## config.mk

```make
export PLATFORM = sky130hd
export DESIGN_NAME = lzrw1_decompressor
export DESIGN_NICKNAME = d
export VERILOG_FILES = /design/src/rtl/lzrw1_pkg.sv /design/src/rtl/lzrw1_history_buf.sv /design/src/rtl/lzrw1_decompressor.sv
export SDC_FILE = /design/constraint.sdc
export NUM_CORES = 2
export LEC_CHECK = 0
export BUFFER_PORTS_ARGS = -buffer_cell sky130_fd_sc_hd__buf_2
export CORE_MARGIN = 1
export CORE_UTILIZATION = 35
export CTS_BUF_LIST = sky130_fd_sc_hd__clkbuf_16
export DETAILED_ROUTE_END_ITERATION = 12
export GPL_ROUTABILITY_DRIVEN = 1
export REMOVE_ABC_BUFFERS = 1
export SYNTH_ARGS = -nofsm -noshare
export SYNTH_HDL_FRONTEND = slang
export SYNTH_SLANG_ARGS = --single-unit
```

## constraint.sdc

```tcl
create_clock -name clock -period 4.5 [get_ports clock]
set_input_delay 1.35 -clock clock [delete_from_list [all_inputs] [get_ports clock]]
set_output_delay 1.35 -clock clock [all_outputs]
set_load 0.01 [all_outputs]
```

## src/rtl/lzrw1_pkg.sv

```systemverilog
// Shared field positions, length bias and FSM state encoding for the LZRW1 decompressor.
package lzrw1_pkg;

  localparam int LEN_BIAS   = 3;
  localparam int LEN_MSB    = 15;
  localparam int LEN_LSB    = 12;
  localparam int OFFSET_MSB = 11;
  localparam int OFFSET_LSB = 0;
  localparam int LIT_MSB    = 7;
  localparam int LIT_LSB    = 0;
  localparam int LEN_CNT_W  = 5;

  typedef enum logic [1:0] {
    IDLE = 2'd0,
    LIT  = 2'd1,
    COPY = 2'd2
  } state_e;

endpackage

```

## src/rtl/lzrw1_history_buf.sv

```systemverilog
// Circular byte history: writes are staged one cycle in a pending register, and reads of that
// pending slot are forwarded, so the newest byte is visible without a combinational write-to-read path.
module lzrw1_history_buf
  import lzrw1_pkg::*;
#(
  parameter int HISTORY_SIZE = 256,
  localparam int AW = $clog2(HISTORY_SIZE)
) (
  input  logic          clock,
  input  logic          reset,
  input  logic          wr_en,
  input  logic [AW-1:0] wr_addr,
  input  logic [7:0]    wr_data,
  input  logic [AW-1:0] rd_addr,
  output logic [7:0]    rd_data
);

  logic [7:0]    mem [HISTORY_SIZE];
  logic          pend_valid_q, pend_valid_d;
  logic [AW-1:0] pend_addr_q, pend_addr_d;
  logic [7:0]    pend_data_q, pend_data_d;

  always_comb begin
    pend_valid_d = wr_en;
    pend_addr_d  = wr_addr;
    pend_data_d  = wr_data;
  end

  // Contents are never cleared; the staged write still commits on a reset edge.
  always_ff @(posedge clock) begin
    if (pend_valid_q) begin
      mem[pend_addr_q] <= pend_data_q;
    end
  end

  always_ff @(posedge clock) begin
    if (reset) begin
      pend_valid_q <= 1'b0;
    end else begin
      pend_valid_q <= pend_valid_d;
    end
    pend_addr_q <= pend_addr_d;
    pend_data_q <= pend_data_d;
  end

  assign rd_data = (pend_valid_q && (pend_addr_q == rd_addr)) ? pend_data_q : mem[rd_addr];

endmodule

```

## src/rtl/lzrw1_decompressor.sv

```systemverilog
// LZRW1 decompressor: accepts one literal or copy item when idle and emits one byte per cycle,
// writing every emitted byte back into the history for later back-references.
module lzrw1_decompressor
  import lzrw1_pkg::*;
#(
  parameter int HISTORY_SIZE = 256
) (
  input  logic        clock,
  input  logic        reset,
  input  logic [15:0] data_in,
  input  logic        control_word_in,
  input  logic        data_in_valid,
  output logic [7:0]  decompressed_byte,
  output logic        out_valid,
  output logic        decompressor_busy
);

  localparam int AW = $clog2(HISTORY_SIZE);

  state_e               state_q, state_d;
  logic [15:0]          item_q, item_d;
  logic [LEN_CNT_W-1:0] len_q, len_d;
  logic [AW-1:0]        wr_ptr_q, wr_ptr_d;
  logic [7:0]           byte_q, byte_d;
  logic                 out_valid_q, out_valid_d;

  logic [11:0]          offset_full;
  logic [AW-1:0]        rd_addr;
  logic [7:0]           rd_data;
  logic                 wr_en;
  logic [7:0]           wr_data;

  assign offset_full = item_q[OFFSET_MSB:OFFSET_LSB];
  // Offsets beyond the history depth simply wrap.
  assign rd_addr     = wr_ptr_q - offset_full[AW-1:0];

  lzrw1_history_buf #(
    .HISTORY_SIZE(HISTORY_SIZE)
  ) u_history (
    .clock   (clock),
    .reset   (reset),
    .wr_en   (wr_en),
    .wr_addr (wr_ptr_q),
    .wr_data (wr_data),
    .rd_addr (rd_addr),
    .rd_data (rd_data)
  );

  always_comb begin
    state_d     = state_q;
    item_d      = item_q;
    len_d       = len_q;
    wr_ptr_d    = wr_ptr_q;
    byte_d      = byte_q;
    out_valid_d = 1'b0;
    wr_en       = 1'b0;
    wr_data     = rd_data;
    case (state_q)
      IDLE: begin
        if (data_in_valid) begin
          item_d  = data_in;
          len_d   = LEN_CNT_W'(data_in[LEN_MSB:LEN_LSB]) + LEN_CNT_W'(LEN_BIAS);
          state_d = control_word_in ? COPY : LIT;
        end
      end
      LIT: begin
        wr_en       = 1'b1;
        wr_data     = item_q[LIT_MSB:LIT_LSB];
        byte_d      = item_q[LIT_MSB:LIT_LSB];
        out_valid_d = 1'b1;
        wr_ptr_d    = wr_ptr_q + AW'(1);
        state_d     = IDLE;
      end
      COPY: begin
        wr_en       = 1'b1;
        byte_d      = rd_data;
        out_valid_d = 1'b1;
        wr_ptr_d    = wr_ptr_q + AW'(1);
        len_d       = len_q - LEN_CNT_W'(1);
        if (len_q == LEN_CNT_W'(1)) begin
          state_d = IDLE;
        end
      end
      default: begin
        state_d = IDLE;
      end
    endcase
  end

  always_ff @(posedge clock) begin
    if (reset) begin
      state_q     <= IDLE;
      item_q      <= '0;
      len_q       <= '0;
      wr_ptr_q    <= '0;
      byte_q      <= '0;
      out_valid_q <= 1'b0;
    end else begin
      state_q     <= state_d;
      item_q      <= item_d;
      len_q       <= len_d;
      wr_ptr_q    <= wr_ptr_d;
      byte_q      <= byte_d;
      out_valid_q <= out_valid_d;
    end
  end

  assign decompressed_byte = byte_q;
  assign out_valid         = out_valid_q;
  assign decompressor_busy = (state_q != IDLE);

endmodule

```

## Word level (Yosys, flattened, before mapping)

Memory sizes are Yosys's and may differ from the RTL's.
Cells that the tools add are included.

| storage, ports and cells | value |
|---|---|
| register bits | 48 |
| bits in writable memories | 2,048 |
| input bits | 20 |
| output and inout port bits | 10 |
| word-level logic and storage cells | 40 |
| memories | 1 |

| operators by class | value |
|---|---|
| add/sub/neg operators | 4 |
| equality and inequality tests | 6 |
| mux-type cells | 12 |
| reductions and logical operators | 9 |

Memories:

| memory | words | bits a word | read ports | clocked after Yosys merged registers in | wr ports | line | source |
|---|---|---|---|---|---|---|---|
| u_history.mem | 256 | 8 | 1 | 0 | 1 | lzrw1_history_buf.sv:18 | `logic [7:0] mem [HISTORY_SIZE];` |

Operators with widths:

| kind | count |
|---|---|
| $mux W8 | 2 |
| $pmux W8 S2 | 1 |
| $pmux W5 S2 | 1 |
| $add A8 B1 Y8 const B | 1 |
| $eq A8 B8 Y1 | 1 |
| $sub A8 B8 Y8 | 1 |
| $mux W2 | 3 |
| $reduce_and A2 Y1 | 3 |
| $reduce_bool A2 Y1 | 3 |
| $add A4 B2 Y5 const B | 1 |
| $eq A5 B1 Y1 const B | 1 |
| $mux W5 | 1 |
| $sub A5 B1 Y5 const B | 1 |
| $ne A2 B2 Y1 const B | 2 |
| $pmux W2 S2 | 1 |
| $mux W1 | 3 |
| $eq A2 B1 Y1 const B | 1 |
| $eq A2 B2 Y1 const B | 1 |
| $logic_not A2 Y1 | 1 |
| $reduce_or A2 Y1 | 1 |
| $logic_and A1 B1 Y1 | 1 |

## Logic depth before layout (Yosys ltp)

| logic depth | value |
|---|---|
| depth after elaboration | 5 |
| mapped depth | 17 |
| depth with buffers taken out | 13 |

## Hierarchy

A second synthesis with hierarchy kept.

| unflattened totals | value |
|---|---|
| cells, all modules | 4,214 |
| area total of the unflattened synthesis | 82,162.6 sq um |

Modules (own cells, without submodules):

| module | instances | cells an instance | area an instance (sq um) | seq. area each (sq um) |
|---|---|---|---|---|
| lzrw1_history_buf | 1 | 3,985 | 80,223.2 | 61,839.3 |
| lzrw1_decompressor | 1 | 229 | 1,939.4 | 640.6 |

## Worst setup path before layout

OpenSTA, ideal clock, no wires.

| timing path | value |
|---|---|
| path kind | register to register |
| start | register u_history.pend_data_q[6] |
| end | register byte_q[6] (netlist: decompressed_byte[6]) |
| library setup time | 0.095 ns |
| data arrival time | 4.214 ns |
| data required time | 4.405 ns |
| path slack | 0.190 ns |
| stages on the path, launching flop included | 5 |
| buffers on the path | 0 |
| period minus slack after synthesis | 4.310 ns |
| path through | dfxtp_1 nor3_1 o32ai_2 nand2_1 o311ai_1 |

| between the ends | value |
|---|---|
| longest elaborated chain between the ends | 2 |

Ends and longest elaborated chain:

| item | line | source |
|---|---|---|
| from (decl) | lzrw1_history_buf.sv:21 | `logic [7:0] pend_data_q, pend_data_d;` |
| from (signal assigned) | lzrw1_history_buf.sv:43 | `pend_data_q <= pend_data_d;` |
| $mux W8 | lzrw1_history_buf.sv:46 | `assign rd_data = (pend_valid_q && (pend_addr_q == rd_addr)) ? pend_data_q : mem[rd_addr];` |
| $pmux W8 S2 | lzrw1_decompressor.sv:58 | `case (state_q)` |
| to (signal assigned) | lzrw1_decompressor.sv:103 | `byte_q <= byte_d;` |
| to (decl) | lzrw1_decompressor.sv:24 | `logic [7:0] byte_q, byte_d;` |

Every way passes these cells.
A chain may end at the register's enable or synchronous reset.

## Worst setup path in the final report

| timing path | value |
|---|---|
| start | register wr_ptr_q[0] |
| end | register u_history.pend_data_q[3] |

| between the ends | value |
|---|---|
| longest elaborated chain between the ends | 5 |
| elaborated cells between the ends (all ways) | 6 |
| classes of those cells | add/sub (1); eq/ne (1); mux (2); reduce/logical (1); memory (1) |

Ends and longest elaborated chain:

| item | line | source |
|---|---|---|
| from (decl) | lzrw1_decompressor.sv:23 | `logic [AW-1:0] wr_ptr_q, wr_ptr_d;` |
| from (signal assigned) | lzrw1_decompressor.sv:102 | `wr_ptr_q <= wr_ptr_d;` |
| $sub A8 B8 Y8 (*) | lzrw1_decompressor.sv:35 | `assign rd_addr = wr_ptr_q - offset_full[AW-1:0];` |
| parallel branches: the longest is 2 deep, another holds $mem_v2 Z256 W8 | - |  |
| $mux W8 (*) | lzrw1_history_buf.sv:46 |  |
| $mux W8 (*) | lzrw1_decompressor.sv:58 |  |
| named net u_history.wr_data[3] | lzrw1_history_buf.sv:13 | `input logic [7:0] wr_data,` |

Mark *: on every way through the listed nets, which the timed path passes.

==> flow_summary.toml <==
[run_status]
status = "finished clean"

[sta]
tns_ps = 0
worst-slew-pin-transition_ps = 1236
drv_slew = 0
min_period_over_period_pct = 97.20
fmax_mhz = 228.6
period_needed_ps = 4374
worst_slack_ps = 125.9
finalSetupViolCount = 0
fin_worst_skew_ps = 34.61
slew_headroom_pct = 17.61
hold_viol = 0

[finish]
antennaDiodeCount = 0
area_growth_pct = 14.92
drive_gt1_share_pct = 26.51
final_util_pct = 40.44
nNetsFinal = 4424

[critical_path]
cp_top_family = "multiplexers"
arrival_ps = 5090
rrSetupSlack_ps = 130
startpoint_type = "flop"
reg2regPathDepth = 16
cp.required_ps = 5210
cp-end-kind = "flop"
crit_slowest_cell = "fa_4"
crit_path_max_incr_delay_ps = 810
timing.rr.end = "u_history.pend_data_q[3]$_DFF_P_"
path_class = "flop to flop"
critPathBufInv = 5
r2r_start = "wr_ptr_q[0]$_SDFFE_PP0P_"
cp_max_fo = 37
worstPathCellList = "inv_1, ha_1, fa_4, buf_12, buf_16, buf_4, mux4_2, mux2i_4, mux4_2, nor2_1, a41oi_2, o22ai_1, nor3_2, buf_4, o31ai_2, mux2_2"

[synthesis]
post-synth-top-count-cell = "edfxtp_1"
synth_edf_count = 2048
ys_seq_area_share_pct = 75.55
yosysWarnings = 0
ys_top_cells_by_area = "edfxtp_1 74%, mux4_2 15%, nand2_1 1.7%"
synth_cell_types = 72
synth_commonest_cells = "2048 x edfxtp_1, 544 x mux4_2, 365 x nand2_1"
yosysTopAreaCell = "edfxtp_1"
synth_area_sq_um = 82670
ys_async_sr_fraction_pct = 0
synthCells = 4127
synth.avg_cell_area_sq_um = 20.03
ys.flop_type = "edfxtp_1"
synth-seq-cells = 2096
yosysTopAreaCellShare_pct = 74.39

[floorplanning]
die_h_um = 488.0
start_util_pct = 35.19
core_sq_um = 235000
io_pins = 30
fp.dieArea_sq_um = 238200
row_count = 178
die_x_um = 488.0

[cts]
cts_tree = "built"
cts_root_buf = "clkbuf_16"
clkTransAtPathRegs_ps = 60
insertion_delay_ps = 850
h-tree-depth = 4
cts_buffers = 213
clock_sinks = 2096
clockBufferDepth = 3
ctsHoldBuffers = 0
post_cts_buffers = 0

[power_and_ir_drop]
finalPower_mw = 52.16
ir_drop_uv = 397.9
p_per_area_nw_per_um2 = 549.0
leakage_nw = 30.38

[grt]
grt_usage_pct = 17.35
grt_pass1_wl_um = 299500
antenna_found_initial = 2
grt_max_degree = 165
grt_pass1_vias = 41900
grt.overflow.total = 0

[hold_path]
holdPathEnd = "u_history.pend_addr_q[6]$_DFF_P_"
hp-start = "wr_ptr_q[6]$_SDFFE_PP0P_"
whs_path_depth = 0
hp-class = "flop to flop"

[placement]
post-place-ws_ps = -104.5
port_buffers = 25
hpwl_um = 127600
gp_congestion = 0.8675

[route]
ant_nets = 0
drcViolationCount = 0
avgRoutedWirePerCell_um = 26.81
drt-total-wl_um = 207100
vias = 41290
dr.pass1.iters = 7
viasPerCell = 5.345
initialDrtViolationCount = 4640

[job]
max-cap-violations = 0
[worst max-delay path by stage]
stage | to | start | depth (start not counted)
5_1_grt | u_history.pend_data_q[3]$_DFF_P_ | wr_ptr_q[0]$_SDFFE_PP0P_ | 16
2_1_floorplan | u_history.pend_data_q[7]$_DFF_P_ | wr_ptr_q[0]$_SDFFE_PP0P_ | 11
4_1_cts | u_history.pend_data_q[2]$_DFF_P_ | wr_ptr_q[0]$_SDFFE_PP0P_ | 14
3_5_place_dp | decompressed_byte[1]$_SDFFE_PP0P_ | wr_ptr_q[0]$_SDFFE_PP0P_ | 16
3_3_place_gp | u_history.pend_data_q[1]$_DFF_P_ | wr_ptr_q[0]$_SDFFE_PP0P_ | 16
6_report | u_history.pend_data_q[3]$_DFF_P_ | wr_ptr_q[0]$_SDFFE_PP0P_ | 16
[kinds of logic after synthesis]
kind of cell	synth area share [%]
AOI/OAI and AO/OA	1.666
and+or+nand+nor	4.722
xor gates and xnor gates	0.2770
buffers and inverters	1.916
adders and majority gates	0.2512
DFF	75.55
muxes	15.62
[report_power, final]
| part | total, mW | internal (mW) | switching [mW] |
|---|---|---|---|
| Sequential | 25.2 | 24.3 | 0.887 |
| Clock | 17.2 | 9.64 | 7.52 |
| Combinational | 9.81 | 3.51 | 6.30 |
| Total | 52.2 | 37.5 | 14.7 |
[cells in the final DEF, fill, tap and decap left out, drive strengths merged, types with 36 or more instances in the layout]
cell type  instances
edfxtp          2048
mux4             546
nand2            368
buf              302
nor2             297
clkbuf           214
nand3            125
clkinv           117
inv               63
dfxtp             48
mux2i             45
a21oi             41
and3              36
[routing by layer]
metal / up-vias / GRT usage (%) / wire [um]
li1: 17360 / - / -
met1: 21990 / 23.54 / 84640
met2: 1607 / 28.30 / 101600
met3: 332 / 2.898 / 14150
met4: 0 / 5.834 / 6784
met5: - / 0 / 0
[sequential cells by signal (all words and copies together) (netlist names)]
| signal | flops |
|---|---|
| decompressed_byte | 8 |
| u_history.pend_valid_q | 1 |
| wr_ptr_q | 8 |
| u_history.pend_addr_q | 8 |
| state_q | 2 |
| len_q | 5 |
| u_history.mem | 2048 |
| u_history.pend_data_q | 8 |
| item_q | 8 |
[area by class of cell]
type                       instances  area, sq um
fill                           20640       140000
sequential                      2096        62490
inverter                          22        82.58
timing repair buffer             302         2825
multi-input combinational       1753        18840
clock inverter                   188         1476
tap                             3150         3941
clock buffer                     214         5355
[worst reg2reg max path: cells and delay by family (launching register included)]
family	cells	cell delay [ps]
compound gates	3	460
fa+ha+maj	2	1020
buf+inv	5	1000
flops	1	340
mux	4	1160
simple gates	2	300
[through the flow]
step / cells / instance area, sq um / hold slack, ps
floorplan: 3870 / 81170 / 368.2
global placement: 7322 / 88060 / 387.3
detailed placement: 7322 / 88060 / 387.5
CTS: 7724 / 94900 / 384.4
global route: 7725 / 95010 / 397.0
finish: 7725 / 95010 / 381.6
[repair_timing]
item / CTS / global route
setup endpoints to repair: 4 / 12
cloned: 0 / 1
pin swaps: 0 / 1
resized for setup: 2 / 19
Power figures use the tool's default switching activity.
